==> config.mk <==
export PLATFORM = sky130hd
export DESIGN_NAME = coordinated_step_generator
export DESIGN_NICKNAME = d
export VERILOG_FILES = /design/src/rtl/coordinated_step_generator.sv
export SDC_FILE = /design/constraint.sdc
export NUM_CORES = 1
export LEC_CHECK = 0
export CORE_UTILIZATION = 37
export CTS_CLUSTER_DIAMETER = 50
export CTS_CLUSTER_SIZE = 14
export DETAILED_ROUTE_END_ITERATION = 6
export PLACE_DENSITY_LB_ADDON = 0.15
export REMOVE_ABC_BUFFERS = 1
export SLEW_MARGIN = 20
export SYNTH_ARGS = -nofsm -noshare
export SYNTH_HDL_FRONTEND = slang
export SYNTH_SLANG_ARGS = --single-unit
==> constraint.sdc <==
create_clock -name clk -period 4.9 [get_ports clk]
set_input_delay 0.98 -clock clk [delete_from_list [all_inputs] [get_ports clk]]
set_output_delay 0.98 -clock clk [all_outputs]
set_load 0.02 [all_outputs]
==> src/rtl/coordinated_step_generator.sv <==
// Multi-axis coordinated stepper pulse generator.
// All axes share one major-axis tick stream. Each axis uses Bresenham/DDA
// accumulation, so every axis starts on the first tick and finishes on the last.
// Outputs are registered. The tick decision is made on the edge that enters the
// tick cycle, so a step pulse is visible during the tick cycle itself.
module coordinated_step_generator #(
    parameter int NUM_AXES  = 2,
    parameter int STEP_W    = 8,
    parameter int DIV_W     = 16,
    parameter int PULSE_W   = 2,
    parameter int DIR_SETUP = 2
) (
    input  logic                         clk,
    input  logic                         reset,
    input  logic                         new_in,
    input  logic [NUM_AXES*STEP_W-1:0]   num_steps,
    input  logic [NUM_AXES-1:0]          direction,
    input  logic [DIV_W-1:0]             step_period,
    input  logic                         enable,
    input  logic                         abort,
    output logic                         ready,
    output logic                         done,
    output logic                         aborted,
    output logic [NUM_AXES-1:0]          step,
    output logic [NUM_AXES-1:0]          dir,
    output logic [NUM_AXES*STEP_W-1:0]   steps_out
);
    localparam int PC_W = $clog2(PULSE_W + 1);
    localparam int SC_W = $clog2(DIR_SETUP + 1);
    localparam logic [DIV_W-1:0] MIN_P = DIV_W'(2 * PULSE_W);

    typedef enum logic [1:0] {IDLE, SETUP, RUN, DONE} state_t;

    state_t                           state;
    logic [NUM_AXES-1:0][STEP_W-1:0]  n_in;
    logic [NUM_AXES-1:0][STEP_W-1:0]  n_q;
    logic [NUM_AXES-1:0][STEP_W:0]    acc;
    logic [NUM_AXES-1:0][STEP_W:0]    sum;
    logic [NUM_AXES-1:0][STEP_W:0]    acc_nxt;
    logic [NUM_AXES-1:0][STEP_W-1:0]  cnt;
    logic [NUM_AXES-1:0]              hit;
    logic [STEP_W-1:0]                major, major_in, tick_idx;
    logic [DIV_W-1:0]                 period, p_in, phase;
    logic [SC_W-1:0]                  setup_cnt;
    logic [PC_W-1:0]                  pulse_cnt;
    logic                             setup_last, period_last, last_tick, tick_go;

    assign n_in      = num_steps;
    assign steps_out = cnt;

    // Command decode: major-axis length and clamped period
    always_comb begin
        major_in = '0;
        for (int i = 0; i < NUM_AXES; i++)
            if (n_in[i] > major_in) major_in = n_in[i];
        p_in = (step_period < MIN_P) ? MIN_P : step_period;
    end

    // Next tick qualification and per-axis DDA step decision
    always_comb begin
        setup_last  = (setup_cnt == SC_W'(DIR_SETUP - 1));
        period_last = (phase == period - DIV_W'(1));
        last_tick   = (tick_idx == major - STEP_W'(1));
        tick_go     = enable && !abort &&
                      ((state == SETUP && setup_last) ||
                       (state == RUN && period_last && !last_tick));
        sum     = '0;
        acc_nxt = acc;
        hit     = '0;
        for (int i = 0; i < NUM_AXES; i++) begin
            sum[i] = acc[i] + {1'b0, n_q[i]};
            if (sum[i] >= {1'b0, major}) begin
                hit[i]     = 1'b1;
                acc_nxt[i] = sum[i] - {1'b0, major};
            end else begin
                acc_nxt[i] = sum[i];
            end
        end
    end

    // Move sequencer, step pulse timer and counters
    always_ff @(posedge clk) begin
        if (reset) begin
            state     <= IDLE;
            ready     <= 1'b1;
            done      <= 1'b0;
            aborted   <= 1'b0;
            step      <= '0;
            dir       <= '0;
            cnt       <= '0;
            acc       <= '0;
            n_q       <= '0;
            major     <= '0;
            period    <= '0;
            phase     <= '0;
            tick_idx  <= '0;
            setup_cnt <= '0;
            pulse_cnt <= '0;
        end else begin
            done <= 1'b0;
            // pulse width runs on wall-clock cycles, independent of pause
            if (pulse_cnt != '0) pulse_cnt <= pulse_cnt - PC_W'(1);
            else                 step      <= '0;
            case (state)
                IDLE: if (new_in) begin
                    n_q       <= n_in;
                    major     <= major_in;
                    period    <= p_in;
                    dir       <= direction;
                    cnt       <= '0;
                    acc       <= '0;
                    aborted   <= 1'b0;
                    setup_cnt <= '0;
                    phase     <= '0;
                    tick_idx  <= '0;
                    ready     <= 1'b0;
                    if (major_in == '0) begin
                        state <= DONE;
                        done  <= 1'b1;
                    end else begin
                        state <= SETUP;
                    end
                end
                SETUP, RUN: begin
                    if (abort) begin
                        state     <= DONE;
                        done      <= 1'b1;
                        aborted   <= 1'b1;
                        step      <= '0;
                        pulse_cnt <= '0;
                    end else if (enable) begin
                        if (state == SETUP) begin
                            if (setup_last) begin
                                state    <= RUN;
                                phase    <= '0;
                                tick_idx <= '0;
                            end else begin
                                setup_cnt <= setup_cnt + SC_W'(1);
                            end
                        end else if (period_last) begin
                            phase <= '0;
                            if (last_tick) begin
                                state <= DONE;
                                done  <= 1'b1;
                            end else begin
                                tick_idx <= tick_idx + STEP_W'(1);
                            end
                        end else begin
                            phase <= phase + DIV_W'(1);
                        end
                        if (tick_go) begin
                            step      <= hit;
                            pulse_cnt <= PC_W'(PULSE_W - 1);
                            acc       <= acc_nxt;
                            for (int i = 0; i < NUM_AXES; i++)
                                cnt[i] <= cnt[i] + STEP_W'(hit[i]);
                        end
                    end
                end
                DONE: begin
                    state <= IDLE;
                    ready <= 1'b1;
                end
                default: state <= IDLE;
            endcase
        end
    end
endmodule

==> metrics, run 1 <==
Register Area=approximately 0.0022 sq mm; final net count=about 1000; die area=about 0.020 sq mm; # fillers=just under 2000; CP endpoint kind=flip-flop; Via Count=between 6000 and 7000; Synth top area share=0.3058; first-pass GRT wire length=about 31000 microns; layout cell share with drive strength beyond 1=0.05136; Die Ht=around 140 microns; core area=roughly 0.019 sq mm; clock transition at the registers of the reported paths=around 70 ps; Clock Tree Root=clkbuf_16; Commonest cells post-synth=dfxtp_1, nand2_1, a21oi_1; Worst Hold Class=reg -> reg; post-synthesis instance area=between 0.007 and 0.008 sq mm; H-tree depth=3; Pre-antenna DRT Iters=4; count leader, synth=dfxtp_1; Primary FF master, synth=dfxtp_1; TritonCTS clock tree=done; clock tree buffer depth=2; initial antenna violation count=0; Worst path max stage delay=410 ps; WP data required=between 5000 and 6000 ps; Top cell by count, worst path=ha_1; total CTS buffers=9; slowest cell on the critical path=or4_1; status=finished clean; syn_area_per_cell=approximately 8 sq um; Layout area overhead=16.12%; post-CTS setup buffers=0; gp weighted congestion=between 0.8 and 0.9; Final Core Density=0.4451; DP Worst Slack=~800 ps; Yosys cell types=70; delay-heaviest family, CP=simple AND/OR/NAND/NOR gates; worst vdd ir=218.2 uV; Residual DRC=0; initial core utilization=0.3834; clock skew=~9.7 ps; Async S/R FF share, synth=0; total routed wirelength=18760 microns; Synth area leader=dfxtp_1; Ant. Diodes=0; total of max-cap violations=0; Final ANT Viol Nets=0; crit path DAT=~4400 ps; # rows=50; # clock sinks=111; Final Non-Filler Cells=between 1000 and 1500; Buffers & Inverters on Critical Path=0; Multi-input gate area=0.004690 sq mm; Pwr Density=between 500 and 600 mW/mm^2; TNS Setup=0 ps; RSZ-0062 raised after global routing=no; Post-synth EDFFs=0; worst-path fanout max=10; post-synthesis sequential area ratio=0.3058; chip width=around 140 microns; Tcrit/Tclk final=0.8439; Final setup viols=0; WL per Instance=roughly 15 microns; Worst Slack Setup Final=approximately 770 ps; HPWL Detailed=13930 microns; synthesized flop and latch total=between 100 and 150; later-pin clock latency in the skew report=360 ps; crit path kind=reg -> reg; Leak=about 3.2 nW; post-DR vias/cell=5.403; IO Port Bufs=between 60 and 70; max-slew violations=0; Fin. Hold Viols=0; Total Routing Usage GR=0.1956; Final min period=4135 ps; Slew @ Worst Pin=about 800 ps; # hold bufs at CTS=0; critical path launch point type=flip-flop; Mapped Cells=between 900 and 1000; relative slew slack=0.4654; top cells by area, synth=dfxtp_1, ha_1, a21oi_1, nand2_1, xnor2_1; grt total ovfl=0; vias in the first global route=about 6200; Max Clock Freq=241.8 MHz; synth warn=0; CTS resizes=0; Top Ports=62; largest net degree at the start of global routing=53; Initial DRC Count=~390; Cell Chain, Critical Path=ha_1, a21o_1, a21o_1, a311oi_1, o21ai_0, xor2_1, ha_1, and4_1, a21oi_1, nand2b_1, mux2i_1, nand2_1, ha_1, ha_1, nand4_1, or4_1, a21oi_1; cell total after placement=about 1200
==> final timing paths <==
kind,cells past startpoint,end,startpoint,slack (ps)
worst max-delay path,17,steps_out[6],n_q[1],770
worst min-delay path,2,pulse_cnt[1],pulse_cnt[1],460
worst max register to register,17,steps_out[6],n_q[1],770
worst min register to register,2,pulse_cnt[1],pulse_cnt[1],460
==> where the power goes <==
part / leakage, nW / total, mW / switching (mW) / internal (mW)
combinational: 2.14 / 2.52 / 1.50 / 1.02
sequential: 0.902 / 1.15 / 0.125 / 1.02
clock: 0.145 / 0.773 / 0.360 / 0.413
total: 3.19 / 4.44 / 1.98 / 2.46
==> per-layer routing <==
metal	part of all wire	vias to the layer above	GRT usage
li1	-	3377	-
met1	0.52	3076	0.2723
met2	0.45	93	0.3158
met3	0.027	13	0.02995
met4	0.0093	0	0.04584
met5	0	-	0
==> tightest hold or removal path: cells and delay by family (launching register included) <==
kind / cells / cell delay (ps)
and+or+nand+nor: 2 / 90
DFF: 1 / 330
==> flip-flops by register name, summed over array words and instances, names as in the netlist, 8 cells and up <==
name and flops:
acc 18, n_q 16, period 16, phase 16, steps_out 16, major 8, tick_idx 8
==> cells by family after synthesis <==
| group | Yosys count | synth area share |
|---|---|---|
| AO/OA/AOI/OAI | 244 | 0.2176 |
| XOR/XNOR | 57 | 0.06870 |
| adder cells (fa/ha/maj) | 59 | 0.1057 |
| buffers and inverters | 91 | 0.05062 |
| flip-flops | 111 | 0.3058 |
| multiplexers | 19 | 0.02720 |
| AND/OR/NAND/NOR | 323 | 0.2243 |
==> through the flow <==
step                      power (mW)  cell area, sq um  hold WS [ps]
after floorplan                2.960              7091         427.6
after global placement         3.677              8132         444.8
after detailed placement       3.685              8132         447.9
after CTS                      4.478              8438         460.3
after global routing           4.812              8438         471.4
final                          4.437              8438         459.3
==> area by class of cell <==
type                       count  area share
multi-input combinational    702      0.5558
timing repair buffer          74     0.08333
inverter                      51     0.02269
tap                          260     0.03855
clock inverter                 6    0.008007
sequential                   111      0.2633
clock buffer                  10     0.02832
==> layout by cell type (no fill, tap or decap), types with 7 or more instances in the layout <==
cell	Yosys	final
o2bb2ai_1	7	7
clkbuf_16	0	9
nor2_1	59	59
nand2b_1	12	12
inv_1	51	51
ha_1	55	55
xor2_1	21	21
a22o_1	7	7
dfxtp_1	111	111
xnor2_1	36	36
a21oi_1	92	92
nand3_1	25	25
o21ai_0	39	39
nor2b_1	16	16
a211oi_1	14	14
and3_1	10	10
or3_1	14	14
buf_4	0	13
mux2i_1	13	13
a21o_1	9	9
clkdlybuf4s50_1	0	60
o21a_1	7	7
a311oi_1	8	8
nor4_1	12	11
a22oi_1	9	9
nand4_1	16	16
nand2_1	107	107
nor3_1	22	21
a31oi_1	8	8
No activity file was read; power rests on OpenSTA's default activity.
==> run 2, diff against run 1 <==
- clock period: 4.9 -> 3.7 ns (I/O delays scaled with it)
==> run 2 against run 1 <==
  * Clock-buffer cell count up 1
  * Via count up 1.3%
  * Largest cell class unchanged
  * Maximum frequency up 15%
  * Clock power up 24%
  * Largest power group unchanged
  * Setup slack worse by 670 ps
  * Combinational power up 46%
  * Critical endpoint unchanged
  * Sequential power up 32%
  * Utilization up 1.6 points
  * Non-clock buffer count up 27
==> metrics, run 2 (synthesized netlist as in run 1, its figures left out) <==
Final min period=3602 ps; total routed wirelength=~19000 microns; Tcrit/Tclk final=0.9735; # hold bufs at CTS=0; Worst Slack Setup Final=roughly 98 ps; H-tree depth=3; Fin. Hold Viols=0; TritonCTS clock tree=done; Pre-antenna DRT Iters=5; initial core utilization=0.3834; grt total ovfl=0; Biggest register=acc; status=finished clean; DP Worst Slack=between 70 and 80 ps; CP endpoint kind=flip-flop; total power draw=between 6 and 7 mW; clock tree buffer depth=2; Worst Hold Class=reg -> reg; most frequent cells in the layout=nand2_1, dfxtp_1, a21oi_1; crit path kind=reg -> reg; crit path DAT=approximately 3900 ps; Clock Tree Root=clkbuf_16; fin area=approximately 0.0087 sq mm; Top Ports=between 60 and 70; Initial DRC Count=around 330; Residual DRC=0; Leak=between 3 and 4 nW; later-pin clock latency in the skew report=360 ps; core area=~0.019 sq mm; WL per Instance=between 15 and 20 microns; vias in the first global route=slightly above 6000; die area=between 0.02 and 0.025 sq mm; Slew @ Worst Pin=around 770 ps; post-DR vias/cell=about 5.4; final net count=between 1000 and 1500; Final setup viols=0; worst vdd ir=a little under 300 uV; WP data required=roughly 4000 ps; Pwr Density=roughly 710 mW/mm^2; total of max-cap violations=0; IO Port Bufs=61; # rows=50; placed inst area=approximately 0.0083 sq mm; max reg flops=18; worst-path fanout max=4; max-slew violations=0; Die Ht=142.1 microns; layout cell share with drive strength beyond 1=0.09684; largest net degree at the start of global routing=51; Total Routing Usage GR=0.1935; relative slew slack=0.4878; # clock sinks=around 110; initial antenna violation count=0; Max Clock Freq=roughly 280 MHz; clock skew=between 10 and 15 ps; HPWL Detailed=14120 microns; Hold Slack=about 460 ps; # fillers=between 1500 and 2000; critical path launch point type=flip-flop; Ant. Diodes=0; first-pass GRT wire length=approximately 31000 microns; Final ANT Viol Nets=0; chip width=142.1 microns; gp weighted congestion=0.8509; total CTS buffers=9; Layout area overhead=20.21%; Via Count=6642; clock transition at the registers of the reported paths=roughly 70 ps; Final Core Density=0.4609
run 2: cell types whose count changed in the layout (fill, tap and decap cells not counted), sizes merged:
cell	previous run	this run
clkinvlp	2	1
clkinv	2	3
buf	14	41
clkbuf	10	11
bufinv	1	0
run 2: cell type report:
cell class	instances	area, sq um	share of cell area
Inverter	51	191.4	0.02191
Clock inverter	5	42.54	0.004870
Multi-Input combinational cell	702	4801	0.5496
Timing Repair Buffer	101	905.9	0.1037
Clock buffer	11	242.7	0.02779
Sequential cell	111	2227	0.2549
Tap cell	260	325.3	0.03724
run 2: critical path, cell delays in order, from the launching register on:
cell      delay [ps]
dfxtp_1          390
ha_4             210
a21o_1           160
a21o_1           180
a311oi_2         300
o21ai_1          140
xor2_1           170
ha_1             300
and4_1           240
a21oi_2           70
nand2b_1          70
mux2i_1           90
nand2_1          140
ha_4             170
ha_4             140
nand4_1          120
or4_1            510
a21oi_1          130
run 2: final timing paths:
kind                                    from            to  slack [ps]  depth (start not counted)
worst max-delay path                  acc[1]  steps_out[6]         100                         17
worst max register to register        acc[1]  steps_out[6]         100                         17
worst min register to register  pulse_cnt[0]  pulse_cnt[1]         460                          2
worst min-delay path            pulse_cnt[0]  pulse_cnt[1]         460                          2
run 2: metrics by stage:
stage	setup TNS (ps)	std cells
detailed placement	0	1215
global route	-190.4	1241
finish	0	1241
floorplan	-8549	864
CTS	0	1231
global placement	0	1215
run 2: per-layer routing:
metal  part of all wire  GRT usage  up-vias
met5                  0          0        -
met2               0.44     0.2998      109
met3              0.033    0.03398       11
li1                   -          -     3428
met4             0.0067    0.03396        0
met1               0.52     0.2807     3094
run 2: what timing repair did:
item                       CTS  global route
setup buffers                0            10
resized for setup            0            28
setup endpoints to repair    0            27
run 2: power by group:
| group | internal (mW) | total (mW) | switching [mW] |
|---|---|---|---|
| clock | 0.483 | 0.962 | 0.479 |
| combinational | 1.59 | 3.68 | 2.09 |
| sequential | 1.35 | 1.52 | 0.167 |
